## config.mk

```make
export PLATFORM = sky130hd
export DESIGN_NAME = echo_indication_serializer
export DESIGN_NICKNAME = d
export VERILOG_FILES = /design/src/rtl/echo_pkg.sv /design/src/rtl/echo_msg_fifo.sv /design/src/rtl/echo_indication_serializer.sv
export SDC_FILE = /design/constraint.sdc
export NUM_CORES = 1
export LEC_CHECK = 0
export ABC_AREA = 1
export BUFFER_PORTS_ARGS = -buffer_cell sky130_fd_sc_hd__buf_2
export CAP_MARGIN = 40
export CORE_ASPECT_RATIO = 1.2
export CORE_MARGIN = 5
export CORE_UTILIZATION = 50
export CTS_CLUSTER_DIAMETER = 120
export CTS_CLUSTER_SIZE = 20
export DETAILED_ROUTE_END_ITERATION = 10
export MAX_ROUTING_LAYER = met4
export PLACE_DENSITY_LB_ADDON = 0.05
export SLEW_MARGIN = 30
export SYNTH_ARGS = -nofsm -noshare
export SYNTH_HDL_FRONTEND = slang
export SYNTH_SLANG_ARGS = --single-unit
export TNS_END_PERCENT = 20
```

## constraint.sdc

```tcl
create_clock -name CLK -period 7.1 [get_ports CLK]
set_input_delay 1.42 -clock CLK [delete_from_list [all_inputs] [get_ports CLK]]
set_output_delay 1.42 -clock CLK [all_outputs]
set_load 0.02 [all_outputs]
```

## src/rtl/echo_pkg.sv

```systemverilog
// Shared types and constants for the echo indication serializer.
// ECHO_SER_HEADER_EN adds the HDR state to the serializer state enum.
package echo_pkg;

    localparam int WORD_W_DEF = 32;
    localparam logic [15:0] HDR_LEN = 16'd3;

`ifdef ECHO_SER_HEADER_EN
    typedef enum logic [2:0] {IDLE, HDR, W0, W1, W2} ser_state_e;
`else
    typedef enum logic [2:0] {IDLE, W0, W1, W2} ser_state_e;
`endif

endpackage

```

## src/rtl/echo_msg_fifo.sv

```systemverilog
// Circular message buffer: DEPTH entries of WIDTH bits, head visible combinationally.
// Control (pointers, count) is reset; storage is not.
module echo_msg_fifo #(
    parameter int DEPTH = 2,
    parameter int WIDTH = 96
) (
    input  logic                       CLK,
    input  logic                       nRST,
    input  logic                       enq,
    input  logic [WIDTH-1:0]           enq_data,
    input  logic                       deq,
    output logic [WIDTH-1:0]           deq_data,
    output logic                       full,
    output logic                       empty,
    output logic [$clog2(DEPTH):0]     count
);

    localparam int AW = $clog2(DEPTH);
    localparam int CW = AW + 1;

    logic [WIDTH-1:0] mem [DEPTH];
    logic [AW-1:0]    wptr;
    logic [AW-1:0]    rptr;
    logic             do_enq;
    logic             do_deq;

    assign full     = (count == CW'(DEPTH));
    assign empty    = (count == '0);
    assign do_enq   = enq & ~full;
    assign do_deq   = deq & ~empty;
    assign deq_data = mem[rptr];

    // DEPTH is a power of two, so pointer overflow is the wrap
    always_ff @(posedge CLK) begin
        if (!nRST) begin
            wptr  <= '0;
            rptr  <= '0;
            count <= '0;
        end else begin
            if (do_enq) wptr <= wptr + 1'b1;
            if (do_deq) rptr <= rptr + 1'b1;
            case ({do_enq, do_deq})
                2'b10:   count <= count + 1'b1;
                2'b01:   count <= count - 1'b1;
                default: count <= count;
            endcase
        end
    end

    always_ff @(posedge CLK) begin
        if (do_enq) mem[wptr] <= enq_data;
    end

endmodule

```

## src/rtl/echo_indication_serializer.sv

```systemverilog
// Buffers {v, meth, tag} indication messages and emits them as WORD_W words (tag first).
// Define ECHO_SER_HEADER_EN to prefix each message with a {3, seq} header word.
module echo_indication_serializer
    import echo_pkg::*;
#(
    parameter int DEPTH  = 2,
    parameter int WORD_W = WORD_W_DEF
) (
    input  logic                  CLK,
    input  logic                  nRST,
    input  logic                  pipe_enq__ENA,
    input  logic [3*WORD_W-1:0]   pipe_enq_v,
    output logic                  pipe_enq__RDY,
    output logic                  out_enq__ENA,
    output logic [WORD_W-1:0]     out_enq_v,
    output logic                  out_enq_last,
    input  logic                  out_enq__RDY
);

    localparam int CW = $clog2(DEPTH) + 1;

`ifdef ECHO_SER_HEADER_EN
    localparam ser_state_e FIRST = HDR;
`else
    localparam ser_state_e FIRST = W0;
`endif

    ser_state_e          state;
    ser_state_e          state_nxt;
    logic [3*WORD_W-1:0] head;
    logic                full;
    logic                empty;
    logic [CW-1:0]       count;
    logic                xfer;
    logic                pop;

    echo_msg_fifo #(
        .DEPTH (DEPTH),
        .WIDTH (3*WORD_W)
    ) u_fifo (
        .CLK      (CLK),
        .nRST     (nRST),
        .enq      (pipe_enq__ENA),
        .enq_data (pipe_enq_v),
        .deq      (pop),
        .deq_data (head),
        .full     (full),
        .empty    (empty),
        .count    (count)
    );

    assign pipe_enq__RDY = ~full;

    // Outputs are forced quiet while reset is held so nothing leaks mid-reset
    assign xfer         = nRST & (state != IDLE) & out_enq__RDY;
    assign pop          = xfer & (state == W2);
    assign out_enq__ENA = xfer;
    assign out_enq_last = nRST & (state == W2);

`ifdef ECHO_SER_HEADER_EN
    logic [15:0] seq;

    always_ff @(posedge CLK) begin
        if (!nRST)    seq <= '0;
        else if (pop) seq <= seq + 16'd1;
    end
`endif

    always_comb begin
        out_enq_v = '0;
        if (nRST) begin
            case (state)
`ifdef ECHO_SER_HEADER_EN
                HDR:     out_enq_v = WORD_W'({HDR_LEN, seq});
`endif
                W0:      out_enq_v = head[WORD_W-1:0];
                W1:      out_enq_v = head[2*WORD_W-1:WORD_W];
                W2:      out_enq_v = head[3*WORD_W-1:2*WORD_W];
                default: out_enq_v = '0;
            endcase
        end
    end

    always_comb begin
        state_nxt = state;
        case (state)
            IDLE: if (!empty) state_nxt = FIRST;
`ifdef ECHO_SER_HEADER_EN
            HDR:  if (xfer) state_nxt = W0;
`endif
            W0:   if (xfer) state_nxt = W1;
            W1:   if (xfer) state_nxt = W2;
            // Another message already waiting: start it without an idle gap
            W2:   if (xfer) state_nxt = (count > CW'(1)) ? FIRST : IDLE;
            default: state_nxt = IDLE;
        endcase
    end

    always_ff @(posedge CLK) begin
        if (!nRST) state <= IDLE;
        else       state <= state_nxt;
    end

endmodule

```

==> results.md, run 1 <==
STA:
- In this run the tightest slew margin relative to its limit is 0.4487.
- The transition time of the tightest slew-check pin is 826.9 ps.
- Setup slack closes at 2851 ps.
- Setup violations remaining at the end of the flow were counted as 0.
- After layout, the minimum clock period comes to 4249 ps.
- The top achievable clock speed is 235.3 MHz.
- The number of pins exceeding their max-slew limit in the final report is 0.
- The final-report hold violation count is 0.
- The setup total negative slack is 0 ps.
- In the finished design, the share of the clock period the worst path needs comes to 0.5985.
- Setup repair after global routing left no endpoint under its margin.
- The final setup skew is 6.311 ps.

Route:
- After detailed routing, the number of vias per cell comes to 4.849.
- In this run the remaining antenna-violating nets after routing total 0.
- The mean routed wirelength per cell is 15.72 µm.
- The number of iterations in the first detailed-routing pass is 5.
- For this block, the initial DRC count from the detailed router was 334.
- The routed wire length is 18.23 mm.
- For this block, the via count after detailed routing is 5625.
- The post-detailed-route DRC marker count is 0.

Clock tree:
- The clock latency reported for the late side of the worst-skew pair is 420 ps.
- The clock slew seen by the registers of the worst setup and hold paths is 60 ps.
- Clock tree synthesis selected as its root buffer the cell clkbuf_16.
- The post-CTS resize count is 0.
- The number of buffers inserted by post-CTS setup repair is 0.
- Counting the buffers created by CTS gives 17.
- The number of levels the H-tree was split into is 4.
- The total number of clock tree sinks is 199.
- The clock passes through at most 2 buffers.
- TritonCTS built the clock tree.
- The number of hold-repair buffers added at the cts stage is 0.

Critical path:
- On the worst path, the slowest cell contributes a delay of 640 ps.
- STA classifies the critical path startpoint as a flop.
- The critical path required time is 5680 ps.
- The worst path buffer plus inverter count is 5.
- Among cell families on the critical path, the largest total delay comes from buffers and inverters.
- The worst setup path is captured at an output pin.
- The library cell contributing the largest single delay on the critical path is buf_4.
- The critical path is of the reg -> out type.
- The critical path goes through buf_4 -> inv_2 -> buf_4 -> nand2_1 -> nand3_1 -> nand3_1 -> nand2_1 -> inv_1 -> buf_2.
- The biggest fanout along the worst timing path is 65.
- STA puts the critical path data arrival time at 2830 ps.

Finish:
- Compared with the post-synthesis result, the final layout area differs by 16.84%.
- The post-layout utilization of the core is 0.5895.
- After the last flow step, the layout net total stands at 1038.
- The combined flip-flop and latch cell area is 5907 µm².
- Of the cells placed in the final design, the portion with a size suffix greater than 1 is 0.1911.
- Fill cells in the final layout number 1458.
- The multi-input combinational cell area is 1947 µm².

Global route:
- The first global-routing pass estimated 28.59 mm of wire.
- The global routing usage summed across all routing layers is 0.1953.
- After global routing the overflow that remains totals 0.
- The initial antenna violation count is 1.
- Entering global routing, the biggest net connects 81 pins.
- The via count of the first global-routing pass is 5694.

Floorplanning:
- The floorplan step defined a core boundary enclosing 16790 µm².
- For this design the top-level I/O count stands at 135.
- The die width is 128.8 µm.
- The area enclosed by the die boundary is 19650 µm².
- Measured along the y axis, the die boundary spans 152.6 µm.
- The initial utilization of the core area, before any placement, comes to 0.5045.
- The site row count is 52.

Outcome:
- The flow ran to the end, and the final reports show no timing, DRC or antenna violations.

Synthesis:
- Yosys attributes the largest share of cell area to edfxtp_1 68%, nand2_1 16%, inv_1 4.6%, nand3_1 4.0%, dfxtp_1 1.7%.
- The number of warnings issued by yosys is 0.
- The cell taking the most area after synthesis is edfxtp_1.
- After synthesis the netlist holds a flip-flop and latch count of 199.
- The number of nets in the synthesized netlist is 912.
- The post-synthesis instance area is 8469 µm².
- The distinct cell type count after synthesis is 19.
- The register area share after synthesis is 0.6973.
- The synthesized area divided by synthesized cell count is 10.55 µm².
- The gate count after technology mapping is 803.
- The share of synthesized area in the top cell type comes to 0.6808.

Min path:
- The min-delay analysis places its worst path in the category reg -> reg.

Power and ir drop:
- The static power due to leakage is 4.532 nW.
- After layout, the design draws a total of 3.046 mW.
- Across the VDD grid, the largest voltage drop is 0.0001717 V.
- The power density relative to cell area is 307.9 nW/µm².

Place:
- During placement, the flow inserted port buffers numbering 134.
- The worst setup slack before clock tree synthesis is 2872 ps.
- The routability-driven placement congestion ratio is 0.7380.
- The HPWL after detailed placement is 11.28 mm.

Flow run:
- Across the run, the number of max-cap violations was 0.
registers in the layout, summed over array words and instances (netlist names), named ones only:
signal / cells
state: 2
u_fifo.count: 2
u_fifo.wptr: 1
u_fifo.mem: 192
u_fifo.rptr: 1
path summary, 6_finish.rpt:
kind                         from                 to  slack [ps]  depth (start not counted)
setup reg to reg  u_fifo.count[0]  u_fifo.mem[1][50]        4640                          6
hold / removal    u_fifo.count[0]    u_fifo.count[0]         540                          2
setup / recovery             flop      out_enq_v[25]        2850                          9
hold reg to reg   u_fifo.count[0]    u_fifo.count[0]         540                          2
per-layer routing:
layer | share of wire | vias to the layer above | global-route usage
met1 | 0.41 | 2627 | 0.2313
met5 | 0 | - | -
met2 | 0.51 | 149 | 0.3251
met3 | 0.063 | 25 | 0.05400
li1 | - | 2824 | -
met4 | 0.016 | 0 | 0.05753
kinds of logic (layout without fill, tap and decap cells):
group,count (synthesis),in the layout,share of synthesized area
AOI/OAI and AO/OA,9,9,0.005318
xor gates and xnor gates,1,1,0.001034
adders and majority gates,9,9,0.01330
buffers and inverters,143,282,0.07549
DFF,199,199,0.6973
other,0,2,0
and+or+nand+nor,442,442,0.2076
cell usage after synthesis:
library cell	count
o21ai_0	3
buf_2	15
a21oi_1	6
xor2_1	1
nor2_1	10
ha_1	9
buf_6	4
nand2_1	360
clkbuf_1	1
dfxtp_1	7
clkbuf_2	1
edfxtp_1	192
inv_2	4
nor3_1	2
inv_1	104
nand3_1	68
buf_4	14
nor2_4	1
nand3b_1	1
area by class of cell:
class                   instances  area share
diodes                          2   0.0005058
well taps                     216     0.02731
repair buffers                142     0.07864
clock buffers                  19     0.04375
clock inverters                13     0.01517
flip-flops and latches        199      0.5969
inverters                     108     0.04097
multi-input cells             461      0.1967
worst register-to-register path, cell delays in order, from the launching register on:
cell and delay, ps:
dfxtp_1 330, inv_1 70, ha_1 190, inv_1 80, nand2_1 150, nor2_4 490
buf_6 630
stage by stage:
step,cells,cell area (µm²),hold slack (ps)
6_report,1160,9896,537.0
5_1_grt,1159,9893,560.5
4_1_cts,1157,9863,540.8
3_5_place_dp,1125,9280,524.7
3_3_place_gp,1124,9245,481.0
2_1_floorplan,803,8469,464.5
cell usage in the layout (no fill, tap or decap):
cell,instances
nand2_1,360
edfxtp_1,192
buf_2,134
inv_1,104
nand3_1,68
clkbuf_16,17
nor2_1,8
a21oi_1,6
ha_1,6
dfxtp_1,6
inv_2,4
buf_4,4
nor2_4,3
o21ai_0,3
ha_2,3
clkinv_2,3
clkinv_1,3
inv_6,3
bufinv_16,3
diode_2,2
nor3_1,2
clkbuf_1,2
buf_16,2
buf_6,2
nand3b_1,1
xor2_1,1
dfxtp_2,1
clkinvlp_4,1
power by group:
group	switching (mW)	internal [mW]	total, mW
combinational	0.458	0.221	0.679
clock	0.405	0.552	0.957
sequential	0.0231	1.39	1.41
total	0.886	2.16	3.05
(Power assumes the default switching activity.)
==> run 2: changes to the inputs <==
--- a/config.mk
+++ b/config.mk
@@ -5,7 +5,7 @@
 export SDC_FILE = /design/constraint.sdc
 export NUM_CORES = 1
 export LEC_CHECK = 0
-export ABC_AREA = 1
+export ABC_AREA = 0
 export BUFFER_PORTS_ARGS = -buffer_cell sky130_fd_sc_hd__buf_2
 export CAP_MARGIN = 40
 export CORE_ASPECT_RATIO = 1.2
==> constraint.sdc (replaced) <==
create_clock -name CLK -period 4.4 [get_ports CLK]
set_input_delay 0.88 -clock CLK [delete_from_list [all_inputs] [get_ports CLK]]
set_output_delay 0.88 -clock CLK [all_outputs]
set_load 0.02 [all_outputs]
==> results.md, run 2 <==
Place:
- Routability-driven placement finished with a final weighted congestion of 0.7650.
- The number of port buffers is 134.
- The wire-length estimate of the detail-placed layout is 10.50 mm.
- The post-place instance area is 8909 µm².

Clock tree:
- CTS saw 199 sinks.
- The number of buffers inserted by post-CTS setup repair is 0.
- After clock tree synthesis, the repair step resized 0 gates.
- The clock latency reported for the late side of the worst-skew pair is 420 ps.
- The total CTS buffers is 17.
- Counting along the longest clock path gives a buffer depth of 2.
- After clock tree synthesis, the clock-pin slew on the worst setup and hold paths is 60 ps.
- The H-tree generated during clock tree synthesis spans 4 levels.
- The clock tree from TritonCTS is yes.
- The clock root buffer is clkbuf_16.
- The number of hold-repair buffers added at the cts stage is 0.

Floorplanning:
- The initialized floorplan defines 50 standard-cell rows.
- The area of the core region is 15700 µm².
- The initial utilization of the core area, before any placement, comes to 0.5107.
- The area enclosed by the die boundary is 18680 µm².
- The die extent in y is 148.7 µm.
- Measured along the x axis, the die boundary spans 125.6 µm.
- 135 I/O pins were placed.

Power and ir drop:
- The total chip power is 5.030 mW.
- The worst-case IR drop observed on VDD is 0.0002993 V.
- For this design the ratio of total power to cell area is 529.4 nW/µm².
- For this design the static power due to leakage is 3.347 nW.

STA:
- The setup total negative slack is 0 ps.
- Setup repair after global routing left no endpoint under its margin.
- Headroom to the max-slew limit came out at 0.5052.
- The number of pins exceeding their max-slew limit in the final report is 0.
- The transition time of the tightest slew-check pin is 742.2 ps.
- Hold timing on the final database bottoms out at a slack of 517.1 ps.
- The final setup skew is 7.886 ps.
- Setup violations remaining at the end of the flow were counted as 0.
- The final-report hold violation count is 0.
- The clock period minus final worst setup slack is 3275 ps.
- The top achievable clock speed is 305.3 MHz.
- In the finished design, the share of the clock period the worst path needs comes to 0.7443.

Finish:
- The post-layout utilization of the core is 0.6051.
- The register with the most flip-flops in the layout has 192 of them.
- The layout overhead on the synthesized area is 18.49%.
- For this run, the post-layout net count is 706.
- The largest register by flop count is u_fifo.mem.
- The largest registers in the layout are u_fifo.mem (192), state (2), u_fifo.count (2).
- In the layout the commonest cells are 192 x edfxtp_1, 134 x buf_2, 33 x nand2_1.
- The most common cell after layout, fill and taps aside is edfxtp_1.
- The finished cells cover 9502 µm².
- The fraction of final layout cells sized beyond drive strength 1 is 0.3826.
- The number of filler instances in the final layout is 1199.

Route:
- The number of violations reported at the end of detailed-routing iteration 0 is 232.
- The mean routed wirelength per cell is 19.61 µm.
- After detailed routing, the number of remaining DRC violations is 0.
- The final route contains 4472 vias.
- The routed wire length is 16.04 mm.
- The first detailed-routing pass ran for 4 iterations.
- The average via count per standard cell is 5.467.
- The remaining antenna violation count after routing is 0.

Synthesis:
- The cell taking the most area after synthesis is edfxtp_1.
- The share of the Yosys chip area taken by registers is 0.7365.
- The gate count after technology mapping is 465.
- The synthesized design contains 192 enable-type register cells.
- The cell area that synthesis handed to floorplanning was 8019 µm².
- Ranked by instance count, the synthesized netlist is headed by 192 x edfxtp_1, 33 x nand2_1, 32 x a21o_1, 32 x a22oi_1, 25 x mux2_2.
- The most frequent cell after synthesis is edfxtp_1.
- The top cell type's share of synthesized area is 0.7190.
- Ranked by total cell area, the synthesized netlist is headed by edfxtp_1 72%, a221oi_2 3.6%, mux2_2 3.5%, a21o_1 3.0%, a22oi_1 3.0%.
- The synthesized area divided by synthesized cell count is 17.25 µm².
- After synthesis the netlist holds a flip-flop and latch count of 199.
- Among all flip-flop cells after synthesis, the most frequent one is edfxtp_1.
- The share of synthesized registers carrying an async set or reset is 0.
- Synthesis produced a netlist with a net count of 574.
- The number of warnings issued by yosys is 0.
- The distinct cell type count after synthesis is 32.

Critical path:
- Traced cell by cell, the critical path runs through inv_1 -> ha_2 -> buf_12 -> a22oi_1 -> a21o_1 -> a21oi_1 -> buf_2.
- The type of the setup path with the least slack is reg -> out.
- On the worst path, the slowest cell contributes a delay of 450 ps.
- The cell family contributing the most delay on the critical path is buffers and inverters.
- The internal reg-to-reg setup slack is 2340 ps.
- In this run the number of cells on the critical path is 7.
- Along the worst path, the maximum fanout reaches 52.
- The critical path ends at out_enq_v[29].
- The worst path buffer plus inverter count is 3.
- At the worst endpoint, the arrival time is 2400 ps.
- Among all stages on the critical path, the largest delay is contributed by ha_2.
- The startpoint of the lowest-slack register-to-register path is u_fifo.count[0].
- STA classifies the critical path startpoint as a flop.
- The depth of the most critical reg-to-reg path is 6.
- The critical path startpoint is state[0].
- The critical path required time is 3520 ps.
- The capture instance of the worst register-to-register path is u_fifo.mem[1][39].
- STA classifies the critical path endpoint as an output pin.

Global route:
- The initial antenna violation count was 1.
- The global-route congestion overflow total is 0.
- The via count of the first global-routing pass is 4777.
- The first-pass GRT wire length is 24.43 mm.
- The global routing usage summed across all routing layers is 0.1772.
- Entering global routing, the biggest net connects 61 pins.

Flow run:
- The number of max-cap violations is 0.

Min path:
- The path class of the lowest-slack min-delay path is reg -> reg.

Outcome:
- The flow ran to the end, and the final reports show no timing, DRC or antenna violations.
==> run 2: cell count changes in the layout (fill, tap and decap cells not counted), sizes merged, moves of 5 or more <==
cell | previous run | this run
a21o | 0 | 32
inv | 111 | 7
a221oi | 0 | 32
a22oi | 0 | 32
a21oi | 6 | 34
nand3 | 68 | 0
nor2 | 11 | 6
mux2 | 0 | 32
nand2 | 360 | 33
==> run 2: power by group <==
group	leakage (nW)	internal (mW)	switching (mW)
registers	1.85	2.28	0.0567
logic	1.23	0.487	0.707
clock network	0.268	0.885	0.619
==> run 2: stage by stage <==
stage          setup WS [ps]  std cells
3_5_place_dp            1532        785
2_1_floorplan          483.4        465
3_3_place_gp            1508        782
5_1_grt                956.6        818
6_report                1125        818
4_1_cts                 1041        816
==> run 2: cell families after synthesis <==
| kind of cell | count (synthesis) | synth area share |
|---|---|---|
| AO/OA/AOI/OAI | 137 | 0.1454 |
| XOR/XNOR | 3 | 0.003277 |
| adder cells (fa/ha/maj) | 9 | 0.01404 |
| buffers and inverters | 39 | 0.03199 |
| flip-flops | 199 | 0.7365 |
| multiplexers | 32 | 0.04494 |
| AND/OR/NAND/NOR | 46 | 0.02387 |
==> run 2: per-layer routing <==
| layer | vias up | share of wire | global-route usage |
|---|---|---|---|
| met5 | - | 0 | - |
| met4 | 0 | 0.0095 | 0.05586 |
| met3 | 10 | 0.049 | 0.04454 |
| met2 | 124 | 0.53 | 0.3049 |
| met1 | 2216 | 0.41 | 0.2053 |
| li1 | 2122 | - | - |
==> run 2: how the worst min path moves through the flow <==
stage                            from    to  depth (start not counted)
after global routing      u_fifo.rptr  flop                          2
after floorplan           u_fifo.rptr  flop                          2
final                     u_fifo.rptr  flop                          2
after CTS                 u_fifo.rptr  flop                          2
after global placement    u_fifo.rptr  flop                          2
after detailed placement  u_fifo.rptr  flop                          2
==> run 2: worst min-delay path, stage by stage, from the launching register on <==
cell     delay (ps)
dfxtp_1         310
o21ai_1          90
a21oi_1          70
==> run 2: final cells by class <==
type,count,area [µm²],area share
flip-flops and latches,199,5909,0.6219
inverters,7,26.28,0.002765
repair buffers,145,843.3,0.08875
multi-input cells,227,1889,0.1988
clock buffers,21,440.4,0.04635
well taps,208,260.3,0.02739
diodes,1,2.502,0.0002634
clock inverters,10,130.1,0.01370
==> run 3: changes to the inputs <==
==> constraint.sdc (replaced) <==
create_clock -name CLK -period 3.24 [get_ports CLK]
set_input_delay 0.648 -clock CLK [delete_from_list [all_inputs] [get_ports CLK]]
set_output_delay 0.648 -clock CLK [all_outputs]
set_load 0.02 [all_outputs]
==> results.md, run 3 (synthesized netlist as in run 2, its figures left out) <==
Outcome:
- The run finished with clean final reports.

Place:
- Summing all placed instances gives a cell area of 8874 µm².
- The HPWL after detailed placement is 10.20 mm.
- The number of port buffers is 134.
- The cell count after placement is 786.
- The routability-driven placement congestion ratio is 0.8059.

Clock tree:
- The number of hold-repair buffers added at the cts stage is 0.
- TritonCTS built the clock tree.
- The clock latency reported for the late side of the worst-skew pair is 420 ps.
- In this run the post-CTS setup repair buffer count came out at 0.
- The root buffer cell chosen for the clock tree is clkbuf_16.
- In this run the number of H-tree levels came out at 4.
- After clock tree synthesis, the clock-pin slew on the worst setup and hold paths is 70 ps.
- The clock passes through at most 2 buffers.
- The clock drives 199 sinks.
- The post-CTS resize count is 0.
- The total CTS buffers is 17.

Global route:
- In the global route stage, met1 resource usage came out at 0.2140.
- In this run the most used layer during global routing was met2.
- The maximum number of pins on one net before global-route repair is 90.
- Summed over all layers, the global routing overflow is 0.
- The initial antenna violation count is 4.
- The first-pass GRT wire length is 25.07 mm.
- The global routing usage summed across all routing layers is 0.1794.
- The via count of the first global-routing pass is 4790.
- The global-route met3 utilization is 0.04562.
- The met2 usage in global routing is 0.2947.

Route:
- The number of iterations in the first detailed-routing pass is 4.
- The routed wire length is 15.92 mm.
- The post-detailed-route DRC marker count is 0.
- The remaining antenna violation count after routing is 0.
- For this block, the via count after detailed routing is 4500.
- Dividing the detail-routed wire length by the instance count gives 19.37 µm.
- The average via count per standard cell is 5.474.
- The number of violations reported at the end of detailed-routing iteration 0 is 347.

Finish:
- Once layout is complete, the utilization of the core stands at 0.6055.
- The top cell types in the final layout, fill and taps aside, are 192 x edfxtp_1, 134 x buf_2, 33 x nand2_1.
- The area growth from synthesis to layout is 18.57%.
- In the final design database the tool counted 706 nets.
- In the final layout, the share of cells above drive strength 1 is 0.3918.
- The finished layout cell area is 9508 µm².
- For this run, the number of standard cells in the final layout without fillers is 822.
- More flip-flops sit in one register than any other, and that register is u_fifo.mem.
- In the final layout, the registers with the most flip-flops are u_fifo.mem (192), state (2), u_fifo.count (2).
- The most common cell after layout, fill and taps aside is edfxtp_1.
- The number of filler instances in the final layout is 1240.
- The register with the most flip-flops in the layout has 192 of them.

Critical path:
- Along the worst path, the maximum fanout reaches 28.
- STA classifies the critical path startpoint as a flop.
- By startpoint and endpoint, the worst setup path is classified as reg -> out.
- At the worst endpoint, the arrival time is 2310 ps.
- STA classifies the critical path endpoint as an output pin.
- The critical path required time is 2590 ps.

Floorplanning:
- The site row count is 50.
- The number of placed I/O pins is 135.
- The die width is 125.6 µm.
- The die extent in y is 148.7 µm.
- The total area inside the core boundary comes to 15700 µm².
- The die covers 18680 µm².
- For this configuration, the core starts out at a cell density of 0.5107.

STA:
- Setup violations remaining at the end of the flow were counted as 0.
- Setup total negative slack on the finished layout was measured at 0 ps.
- Setup repair after global routing left no endpoint under its margin.
- The final-report hold violation count is 0.
- For the pin with the worst max-slew slack, the measured transition is 815.6 ps.
- Clock skew on the completed layout was measured at 5.437 ps.
- In the finished design, the share of the clock period the worst path needs comes to 0.9120.
- The clock period minus final worst setup slack is 2955 ps.
- The worst-case headroom to the max-slew limit is 0.4563.
- The number of pins exceeding their max-slew limit in the final report is 0.
- The top achievable clock speed is 338.4 MHz.

Power and ir drop:
- IR analysis of the VDD net gives a maximum drop of 0.0003685 V.
- The static power due to leakage is 3.367 nW.
- Summing internal, switching and leakage power gives 6.898 mW.
- For this design the ratio of total power to cell area is 725.5 nW/µm².

Min path:
- The min-delay analysis places its worst path in the category in -> reg.

Flow run:
- The number of max-cap violations is 0.
## run 3: worst paths after layout
kind,cells past startpoint,to,slack (ps),from
setup / recovery,6,out_enq_v[17],290,state[0]
hold / removal,1,u_fifo.mem[0][90],410,pipe_enq_v[90]
setup reg to reg,5,u_fifo.mem[0][8],1160,u_fifo.count[0]
hold reg to reg,2,flop,520,u_fifo.rptr
## run 3: final cells by class
type	instances	area [µm²]	share of cell area
timing repair buffer	145	798.3	0.08396
sequential	199	5909	0.6215
tap	208	260.3	0.02737
inverter	7	26.28	0.002764
antenna	4	10.01	0.001053
clock buffer	17	425.4	0.04474
multi-input combinational	227	1879	0.1977
clock inverter	15	198.9	0.02092
## run 3: stage by stage
| step | worst slack [ps] | hold WS [ps] |
|---|---|---|
| global route | 124.6 | 381.1 |
| global placement | 701.6 | 484.5 |
| CTS | 226.0 | 386.3 |
| floorplan | -301.3 | 482.2 |
| detailed placement | 681.8 | 515.9 |
| finish | 285.3 | 409.1 |
## run 3: power breakdown
| group | leakage (nW) | switching [mW] | internal (mW) |
|---|---|---|---|
| logic | 1.21 | 0.938 | 0.606 |
| registers | 1.85 | 0.0718 | 3.09 |
| clock network | 0.306 | 0.895 | 1.30 |
## run 3: routing by layer
| metal | share of wire | vias to the layer above | routed length [µm] |
|---|---|---|---|
| met5 | 0 | - | 0 |
| met4 | 0.015 | 0 | 246 |
| met3 | 0.060 | 21 | 957 |
| met2 | 0.52 | 121 | 8301 |
| met1 | 0.40 | 2226 | 6416 |
| li1 | - | 2132 | - |
## run 3: critical path, stage by stage (launching register included)
cell and delay (ps):
dfxtp_1 380, inv_1 100, ha_1 200, nand2b_2 540, buf_4 360, a21oi_2 110, buf_2 180
